<file path="config.mk">
export PLATFORM = sky130hd
export DESIGN_NAME = fp_add_accum
export DESIGN_NICKNAME = d
export VERILOG_FILES = /design/src/rtl/fp_add_accum.sv
export SDC_FILE = /design/constraint.sdc
export NUM_CORES = 1
export LEC_CHECK = 0
export BUFFER_PORTS_ARGS = -buffer_cell sky130_fd_sc_hd__buf_2
export CAP_MARGIN = 20
export CORE_AREA = 2 2 139 141
export DETAILED_ROUTE_END_ITERATION = 7
export DIE_AREA = 0 0 141 143
export PLACE_DENSITY = 0.53
export SLEW_MARGIN = 20
export SYNTH_ARGS = -nofsm -noshare
export SYNTH_HDL_FRONTEND = slang
export SYNTH_SLANG_ARGS = --single-unit
</file>
<file path="constraint.sdc">
create_clock -name clk -period 5.9 [get_ports clk]
set_clock_uncertainty 0.2 [all_clocks]
set_input_delay 0.295 -clock clk [delete_from_list [all_inputs] [get_ports clk]]
set_output_delay 0.295 -clock clk [all_outputs]
set_load 0.03 [all_outputs]
</file>
<file path="src/rtl/fp_add_accum.sv">
// Accumulating front-end for the pipelined FP adder: sums an operand
// stream, tracks sticky flags and returns the total on a result port.
module fp_add_accum #(
    parameter int W   = 32,
    parameter int LAT = 2
) (
    input  logic         clk,
    input  logic         rst,
    input  logic [W-1:0] in_data,
    input  logic         in_valid,
    input  logic         in_last,
    output logic         in_ready,
    input  logic [2:0]   round_m,
    output logic [W-1:0] add_in1,
    output logic [W-1:0] add_in2,
    output logic [2:0]   add_round_m,
    output logic         add_act,
    input  logic [W-1:0] add_out,
    input  logic         add_ov,
    input  logic         add_un,
    input  logic         add_inv,
    input  logic         add_inexact,
    input  logic         add_done,
    output logic [W-1:0] res_data,
    output logic         res_ov,
    output logic         res_un,
    output logic         res_inv,
    output logic         res_inexact,
    output logic [15:0]  res_cnt,
    output logic         res_valid,
    input  logic         res_ready
);

    localparam logic [1:0] S_IDLE = 2'd0;
    localparam logic [1:0] S_ACC  = 2'd1;
    localparam logic [1:0] S_WAIT = 2'd2;
    localparam logic [1:0] S_OUT  = 2'd3;

    logic [1:0]   state;
    logic [W-1:0] acc;
    logic [W-1:0] op;
    logic [2:0]   rm;
    logic         last;
    logic [2:0]   wcnt;
    logic         act;
    logic [15:0]  cnt;
    logic         f_ov;
    logic         f_un;
    logic         f_inv;
    logic         f_ix;
    logic         accept;

    // Gate with reset so the port reads 0 while the block is held.
    assign in_ready = rst & ((state == S_IDLE) | (state == S_ACC));
    assign accept   = in_valid & in_ready;

    always_ff @(posedge clk or negedge rst) begin
        if (!rst) begin
            state <= S_IDLE;
            acc   <= '0;
            op    <= '0;
            rm    <= '0;
            last  <= 1'b0;
            wcnt  <= '0;
            act   <= 1'b0;
            cnt   <= '0;
            f_ov  <= 1'b0;
            f_un  <= 1'b0;
            f_inv <= 1'b0;
            f_ix  <= 1'b0;
        end else begin
            act <= 1'b0;
            unique case (state)
                S_IDLE: begin
                    if (accept) begin
                        acc   <= in_data;
                        rm    <= round_m;
                        cnt   <= 16'd1;
                        f_ov  <= 1'b0;
                        f_un  <= 1'b0;
                        f_inv <= 1'b0;
                        f_ix  <= 1'b0;
                        state <= in_last ? S_OUT : S_ACC;
                    end
                end
                S_ACC: begin
                    if (accept) begin
                        op    <= in_data;
                        last  <= in_last;
                        wcnt  <= 3'(LAT);
                        act   <= 1'b1;
                        state <= S_WAIT;
                    end
                end
                S_WAIT: begin
                    if (wcnt != 3'd0) begin
                        wcnt <= wcnt - 3'd1;
                    end else if (add_done) begin
                        acc   <= add_out;
                        f_ov  <= f_ov | add_ov;
                        f_un  <= f_un | add_un;
                        f_inv <= f_inv | add_inv;
                        f_ix  <= f_ix | add_inexact;
                        if (cnt != 16'hFFFF)
                            cnt <= cnt + 16'd1;
                        state <= last ? S_OUT : S_ACC;
                    end
                end
                S_OUT: begin
                    if (res_ready)
                        state <= S_IDLE;
                end
                default: state <= S_IDLE;
            endcase
        end
    end

    assign add_in1     = acc;
    assign add_in2     = op;
    assign add_round_m = rm;
    assign add_act     = act;
    assign res_data    = acc;
    assign res_ov      = f_ov;
    assign res_un      = f_un;
    assign res_inv     = f_inv;
    assign res_inexact = f_ix;
    assign res_cnt     = cnt;
    assign res_valid   = (state == S_OUT);

endmodule

</file>
# --- Yosys cells after proc, flatten, opt, wreduce, memory -nomap -nowiden ---
# Index checks and enable logic that the tools add are counted.
# W data, S select, Z words.
word_totals:
  ff_bits: 94
  in_bits: 77
op_classes:
  reduce_logical: 10
  bitwise_logic: 7
  eq_ne: 11
  n_addsub: 2
  muxes: 35
op_table:
  columns: ["operator", "count"]
  rows:
  - ["$mux W32", 3]
  - ["$mux W16", 4]
  - ["$pmux W32 S2", 1]
  - ["$pmux W16 S2", 1]
  - ["$add A16 B1 Y16 const B", 1]
  - ["$ne A16 B16 Y1 const B", 1]
  - ["$mux W2", 7]
  - ["$ne A2 B2 Y1 const B", 6]
  - ["$mux W1", 11]
  - ["$reduce_and A5 Y1", 2]
  - ["$pmux W1 S2", 4]
  - ["$pmux W2 S4", 1]
  - ["$mux W3", 2]
  - ["$pmux W3 S2", 1]
  - ["$or A1 B1 Y1", 5]
  - ["$eq A2 B2 Y1 const B", 2]
  - ["$reduce_and A2 Y1", 2]
  - ["$reduce_and A4 Y1", 1]
  - ["$reduce_bool A2 Y1", 2]
  - ["$reduce_and A3 Y1", 1]
  - ["$reduce_bool A3 Y1", 1]
  - ["$sub A3 B1 Y3 const B", 1]
  - ["$and A1 B1 Y1", 2]
  - ["$eq A2 B1 Y1 const B", 1]
  - ["2 further kinds", 2]

# --- Longest topological paths before layout ---
# Gate-level depths: netlist of the first run.
depth:
  word_depth: 6
  mapped_depth: 7
  mapped_depth_nobuf: 6

# --- Least setup slack after synthesis of the first run ---
# Ideal clock, no wire load.
synth_path:
  path_kind: "reg2reg"
  start: "reg cnt[4], in the netlist res_cnt[4]"
  end: "reg cnt[13], in the netlist res_cnt[13]"
  arrival_time_ns: 1.603
  period_less_slack_ns: 1.924
  t_required_ns: 5.579
  path_stages_with_launch: 5
  n_path_buf: 0
  path_slack_ns: 3.976
  path_cell_list: "dfrtp_1 > nand3_2 > or4_4 > a21bo_1 > o22a_1"
synth_via:
  elab_chain_cells: 5
  elab_cells_between_ends: 8
  classes_between: "add/sub: 1; eq/ne: 2; mux: 4; reduce/logical: 1"
synth_rtl:
  columns: ["element", "line", "text"]
  rows:
  - ["start, declared", "46", "logic [15:0] cnt;"]
  - ["start signal, assigned", "105", "cnt <= cnt + 16'd1;"]
  - ["$add A16 B1 Y16", "105", null]
  - ["$mux W16", "104", "if (cnt != 16'hFFFF)"]
  - ["$mux W16", "98", "end else if (add_done) begin"]
  - ["$mux W16", "96", "if (wcnt != 3'd0) begin"]
  - ["$pmux W16 S2", "73", "unique case (state)"]
# Several ways; a longest one is shown, not always the timed one. The select of a mux whose other input is x is not followed.
# A chain may end at the register's enable or synchronous reset.

# --- Worst setup path after layout of the first run ---
layout_path:
  start: "in rst"
  end: "reg op[0], in the netlist add_in2[0]"
layout_via:
  elab_chain_cells: 3
layout_rtl:
  columns: ["element", "line", "text"]
  rows:
  - ["start, declared", "8", "input logic rst,"]
  - ["$and A1 B1 Y1", "54", "assign in_ready = rst & ((state == S_IDLE) | (state == S_ACC));"]
  - ["$and A1 B1 Y1", "55", "assign accept = in_valid & in_ready;"]
  - ["$reduce_and A2 Y1 (no source line)", null, null]
  - ["end signal, assigned", "88", "op <= in_data;"]
  - ["end, declared", "41", "logic [W-1:0] op;"]
# No other way between the ends.

==> results of run 1 <==
## sequential cells by signal, summed over array words and instances (netlist names)
signal,cells
res_ov,1
state,2
add_round_m,3
res_cnt,16
wcnt,3
res_un,1
add_in1,32
add_act,1
res_inexact,1
add_in2,32
last,1
res_inv,1
## cells in the final DEF, fill, tap and decap left out, types with 3 or more instances in the layout
cell	instances
a211oi_1	5
a21boi_0	3
a21oi_1	7
a2bb2oi_1	4
a31oi_1	32
and2_1	3
and3_1	3
buf_2	197
buf_4	6
clkbuf_16	9
dfrtp_1	94
dlygate4sd3_1	73
ha_1	3
inv_1	7
mux2_2	3
nand2_1	177
nand3_1	7
nand3b_1	3
nand4_1	4
nor2_1	40
nor4_1	4
o21ai_0	12
o22a_1	4
## worst min-delay path, stage by stage
cell and delay [ns]:
buf_2 0.11, nand2_1 0.09, o31ai_1 0.08
## through the flow
stage	instance area, sq um	setup slack [ns]	utilization, %
2_1_floorplan	4580	3.98	-
3_3_place_gp	5510	2.97	29.6
3_5_place_dp	5510	2.93	29.6
4_1_cts	6530	2.77	35.1
5_1_grt	6530	2.55	35.1
6_report	6530	2.87	35.1
## final timing paths
check | end | slack [ns] | cells after the start
worst max-delay path | add_in2[0]$_DFFE_PN0P_ | 2.87 | 8
worst min-delay path | state[1]$_DFFE_PN0P_ | 0.07 | 3
worst max register to register | add_in2[0]$_DFFE_PN0P_ | 3.12 | 6
worst min register to register | add_in2[24]$_DFFE_PN0P_ | 0.27 | 2
max in group asynchronous | add_in1[26]$_DFFE_PN0P_ | 4.10 | 3
min in group asynchronous | state[1]$_DFFE_PN0P_ | 0.27 | 2
## power by group
part           switching, mW  internal (mW)
combinational           1.30          0.531
sequential             0.212          0.918
clock                  0.278          0.296
total                   1.79           1.75
## metal layers
layer  up-vias  share of wire, %  track usage [%]
met5         -                 0                0
met4         0               2.0             5.16
met3        22               4.8             2.85
met2       148                50             24.5
met1      2075                43             16.5
li1       2160                 -                -
## logic make-up after synthesis
logic type | Yosys count | share of synthesized area (%)
and+or+nand+nor | 258 | 23.9
DFF | 94 | 51.4
AOI/OAI and AO/OA | 85 | 13.1
buffers and inverters | 70 | 9.35
muxes | 5 | 1.18
adders and majority gates | 3 | 0.820
xor gates and xnor gates | 1 | 0.191
## cell type report
class | instances | area [sq um] | area share (%)
timing repair buffer | 276 | 1760 | 27.0
sequential | 94 | 2350 | 36.0
clock inverter | 7 | 62.6 | 0.958
tap | 234 | 293 | 4.49
clock buffer | 9 | 225 | 3.45
inverter | 8 | 30.0 | 0.460
multi-input combinational | 352 | 1800 | 27.6
==> results.toml, run 1 <==
[timing]
period_share_pct = 51.3
tns_ns = 0
slew_headroom_pct = 40.1
maxSlewViolCount = 0
min_period_ns = 3.03
rsz0062_at_grt = "no"
fmax_mhz = 330
hold_violations = 0
timing.hold.ws_ns = 0.0719
worstMarginPinSlew_ns = 0.896
setup_violations = 0

[setup_path]
critical_path_peak_fanout = 44
path_cells = "dlygate4sd3_1 -> buf_4 -> nand3b_1 -> or2_2 -> clkinv_1 -> buf_4 -> nand2_1 -> nand2_1"
path_buf_inv = 4
crit_type = "input pin to flop"
reg2reg_from = "state[1]$_DFFE_PN0P_"
endpoint_kind = "flop"
critPathTopFamily = "buffers and inverters"
arrival_ns = 3.07
critical-path-max-stage-delay_ns = 0.63
cpMaxStageDelayCell = "or2_2"
cp-start-kind = "input pin"
required_ns = 5.94
startpoint = "rst"

[layout]
stdcell_count = 980
antennaDiodeCount = 0
fillers = 1901
fin_nets = 821
drive_above_1_share_pct = 31.2
area_growth_pct = 42.7

[synthesis]
synth.top_cell.area_share_pct = 51.4
ys.flop_type = "dfrtp_1"
synthesis.nets = 596
avgSynthCellArea_sq_um = 8.87
yosysWarningCount = 0
ys_seq_elements = 94
yosys.area.top_type = "dfrtp_1"
synth_edf_count = 0
netlist_area_sq_um = 4580
async_reset_ff_share_pct = 100
yosys-top-cells-area = "dfrtp_1 (51%), nand2_1 (15%), buf_4 (5.9%), a31oi_1 (4.4%), nor2_1 (3.3%)"
synth_most_common_cell = "nand2_1"
ys_seq_area_share_pct = 51.4
synth_common_cells = "nand2_1 (177), dfrtp_1 (94), nor2_1 (40)"
syn_inst = 516
synth_cell_types = 55

[status]
outcome = "finished, final reports clean"

[clock_network]
clk_path_buf_depth = 2
cts_resized = 0
cts.sinks = 94
clock_latency_ns = 0.35
tritoncts = "yes"
numCtsBuffers = 9
clkTransAtPathRegs_ns = 0.07
cts_setup_buffers = 0
ctsHoldBuffers = 73
cts_max_level = 3
root_buffer = "clkbuf_16"

[global_routing]
gr-usage-all-layers_pct = 13.8
overflow = 0
antenna_found_initial = 0
grt_pass1_wl_um = 22000
grt_pass1_vias = 4248
grt_max_degree = 55

[floorplan]
io_pins = 199
row_count = 50
core-area_sq_um = 18600
dieArea_sq_um = 20200
dieWidth_um = 141
die_h_um = 143
start_util_pct = 24.6

[detailed_routing]
vias = 4405
dr.pass1.iters = 6
drt_iter0_drc = 183
wirelength_um = 14200
viasPerCell = 4.49
route.antenna.remaining_nets = 0
wl_per_cell_um = 14.4
drc = 0

[place]
numPlacedInstances = 891
hpwl_um = 9490
portBuffers = 198
gp_congestion = 0.783

[min_path]
hold_start = "in_valid"
min-delay-path-class = "input pin to flop"

[flow_run]
cap_violations = 0

[pwr]
irDropWorstVdd_v = 0.000182
p_leak_nw = 3.25
power_density_nw_per_um2 = 542
p_total_mw = 3.54
No activity file was read; power rests on OpenSTA's default activity.
==> run 2: changes to the inputs <==
==> constraint.sdc (replaced) <==
create_clock -name clk -period 3.1 [get_ports clk]
set_clock_uncertainty 0.2 [all_clocks]
set_input_delay 0.155 -clock clk [delete_from_list [all_inputs] [get_ports clk]]
set_output_delay 0.155 -clock clk [all_outputs]
set_load 0.03 [all_outputs]
==> results.toml, run 2 (synthesis gave the netlist of run 1 again) <==
[clock_network]
cts_resized = 0
clock_latency_ns = 0.34
cts_setup_buffers = 0
clkTransAtPathRegs_ns = 0.07
root_buffer = "clkbuf_16"
tritoncts = "yes"
cts_max_level = 3
clk_path_buf_depth = 2
numCtsBuffers = 9
ctsHoldBuffers = 77
cts.sinks = 94

[setup_path]
endpoint_kind = "flop"
cp-start-kind = "flop"
arrival_ns = 2.68
critical_path_peak_fanout = 64
crit_type = "flop to flop"
required_ns = 3.18

[global_routing]
gr-usage-all-layers_pct = 13.5
antenna_found_initial = 0
grt_pass1_vias = 4140
grt_pass1_wl_um = 21600
overflow = 0
grt_max_degree = 65

[layout]
antennaDiodeCount = 0
drive_above_1_share_pct = 31.4
area_growth_pct = 45.7
final_util_pct = 35.9
final_cell_mix = "buf_2 (197), nand2_1 (177), dfrtp_1 (94)"
final_common_cell = "buf_2"
fin_nets = 829

[timing]
setup_violations = 0
slew_headroom_pct = 52.6
min_period_ns = 2.60
maxSlewViolCount = 0
period_share_pct = 83.9
tns_ns = 0
worstMarginPinSlew_ns = 0.711
hold_violations = 0
fmax_mhz = 384
rsz0062_at_grt = "no"

[detailed_routing]
wirelength_um = 14000
wl_met2_um = 7030
wl_met1_um = 6220
vias = 4361
dr.pass1.iters = 4
route.antenna.remaining_nets = 0
viasPerCell = 4.41
wl_per_cell_um = 14.2
routed.top_layer = "met4"
drt_iter0_drc = 149
wl_met3_um = 585
drc = 0

[floorplan]
dieWidth_um = 141
row_count = 50
die_h_um = 143
dieArea_sq_um = 20200
start_util_pct = 24.6
core-area_sq_um = 18600
io_pins = 199

[min_path]
min-delay-path-class = "input pin to flop"

[place]
portBuffers = 198
gp_congestion = 0.821
hpwl_um = 9390

[pwr]
power_density_nw_per_um2 = 1040
irDropWorstVdd_v = 0.000355
p_leak_nw = 3.30

[flow_run]
cap_violations = 0

[status]
outcome = "finished, final reports clean"
[run 2: critical path, stage by stage (launching register included)]
cell and delay [ns]:
dfrtp_1 0.39, inv_1 0.08, ha_1 0.22, nand4b_1 0.17, a21oi_4 0.38, buf_12 0.30
nor2_1 0.07, a31oi_1 0.13, dlygate4sd3_1 0.56
[run 2: worst paths after layout]
kind	end	slack, ns	startpoint	cells past startpoint
setup / recovery	add_in1[19]$_DFFE_PN0P_	0.50	wcnt[0]$_DFFE_PN0P_	8
hold / removal	res_cnt[8]$_DFFE_PN0P_	0.13	add_done	5
setup reg to reg	add_in1[19]$_DFFE_PN0P_	0.50	wcnt[0]$_DFFE_PN0P_	8
hold reg to reg	add_in2[22]$_DFFE_PN0P_	0.27	add_in2[22]$_DFFE_PN0P_	2
max in group asynchronous	add_round_m[2]$_DFFE_PN0P_	1.31	rst	4
min in group asynchronous	state[1]$_DFFE_PN0P_	0.24	rst	3
[run 2: power by group]
group | switching [mW] | internal, mW | total, mW
sequential | 0.390 | 1.75 | 2.14
combinational | 2.49 | 1.05 | 3.54
clock | 0.499 | 0.792 | 1.29
total | 3.37 | 3.59 | 6.97
[run 2: final cells by class]
| class | instances | area [sq um] |
|---|---|---|
| repair buffers | 284 | 1840 |
| fillers | 1907 | 11900 |
| clock inverters | 7 | 121 |
| well taps | 234 | 293 |
| inverters | 8 | 30.0 |
| clock buffers | 9 | 225 |
| multi-input cells | 352 | 1800 |
| flip-flops and latches | 94 | 2350 |
[run 2: layer usage]
layer / track usage, % / vias to the layer above
met5: 0 / -
met4: 4.32 / 0
met3: 2.18 / 12
met2: 23.7 / 138
met1: 17.1 / 2039
li1: - / 2172
[run 2: through the flow]
stage / hold WS, ns / power (mW) / setup WS (ns) / std cells / instance area, sq um
after floorplan: -0.341 / 4.80 / 1.18 / 516 / 4580
after detailed placement: 0.104 / 5.64 / 0.816 / 895 / 5550
after global placement: 0.106 / 5.61 / 0.896 / 895 / 5550
final: 0.127 / 6.97 / 0.498 / 988 / 6670
after global routing: 0.148 / 7.44 / 0.295 / 988 / 6670
after CTS: 0.105 / 7.06 / 0.488 / 988 / 6670
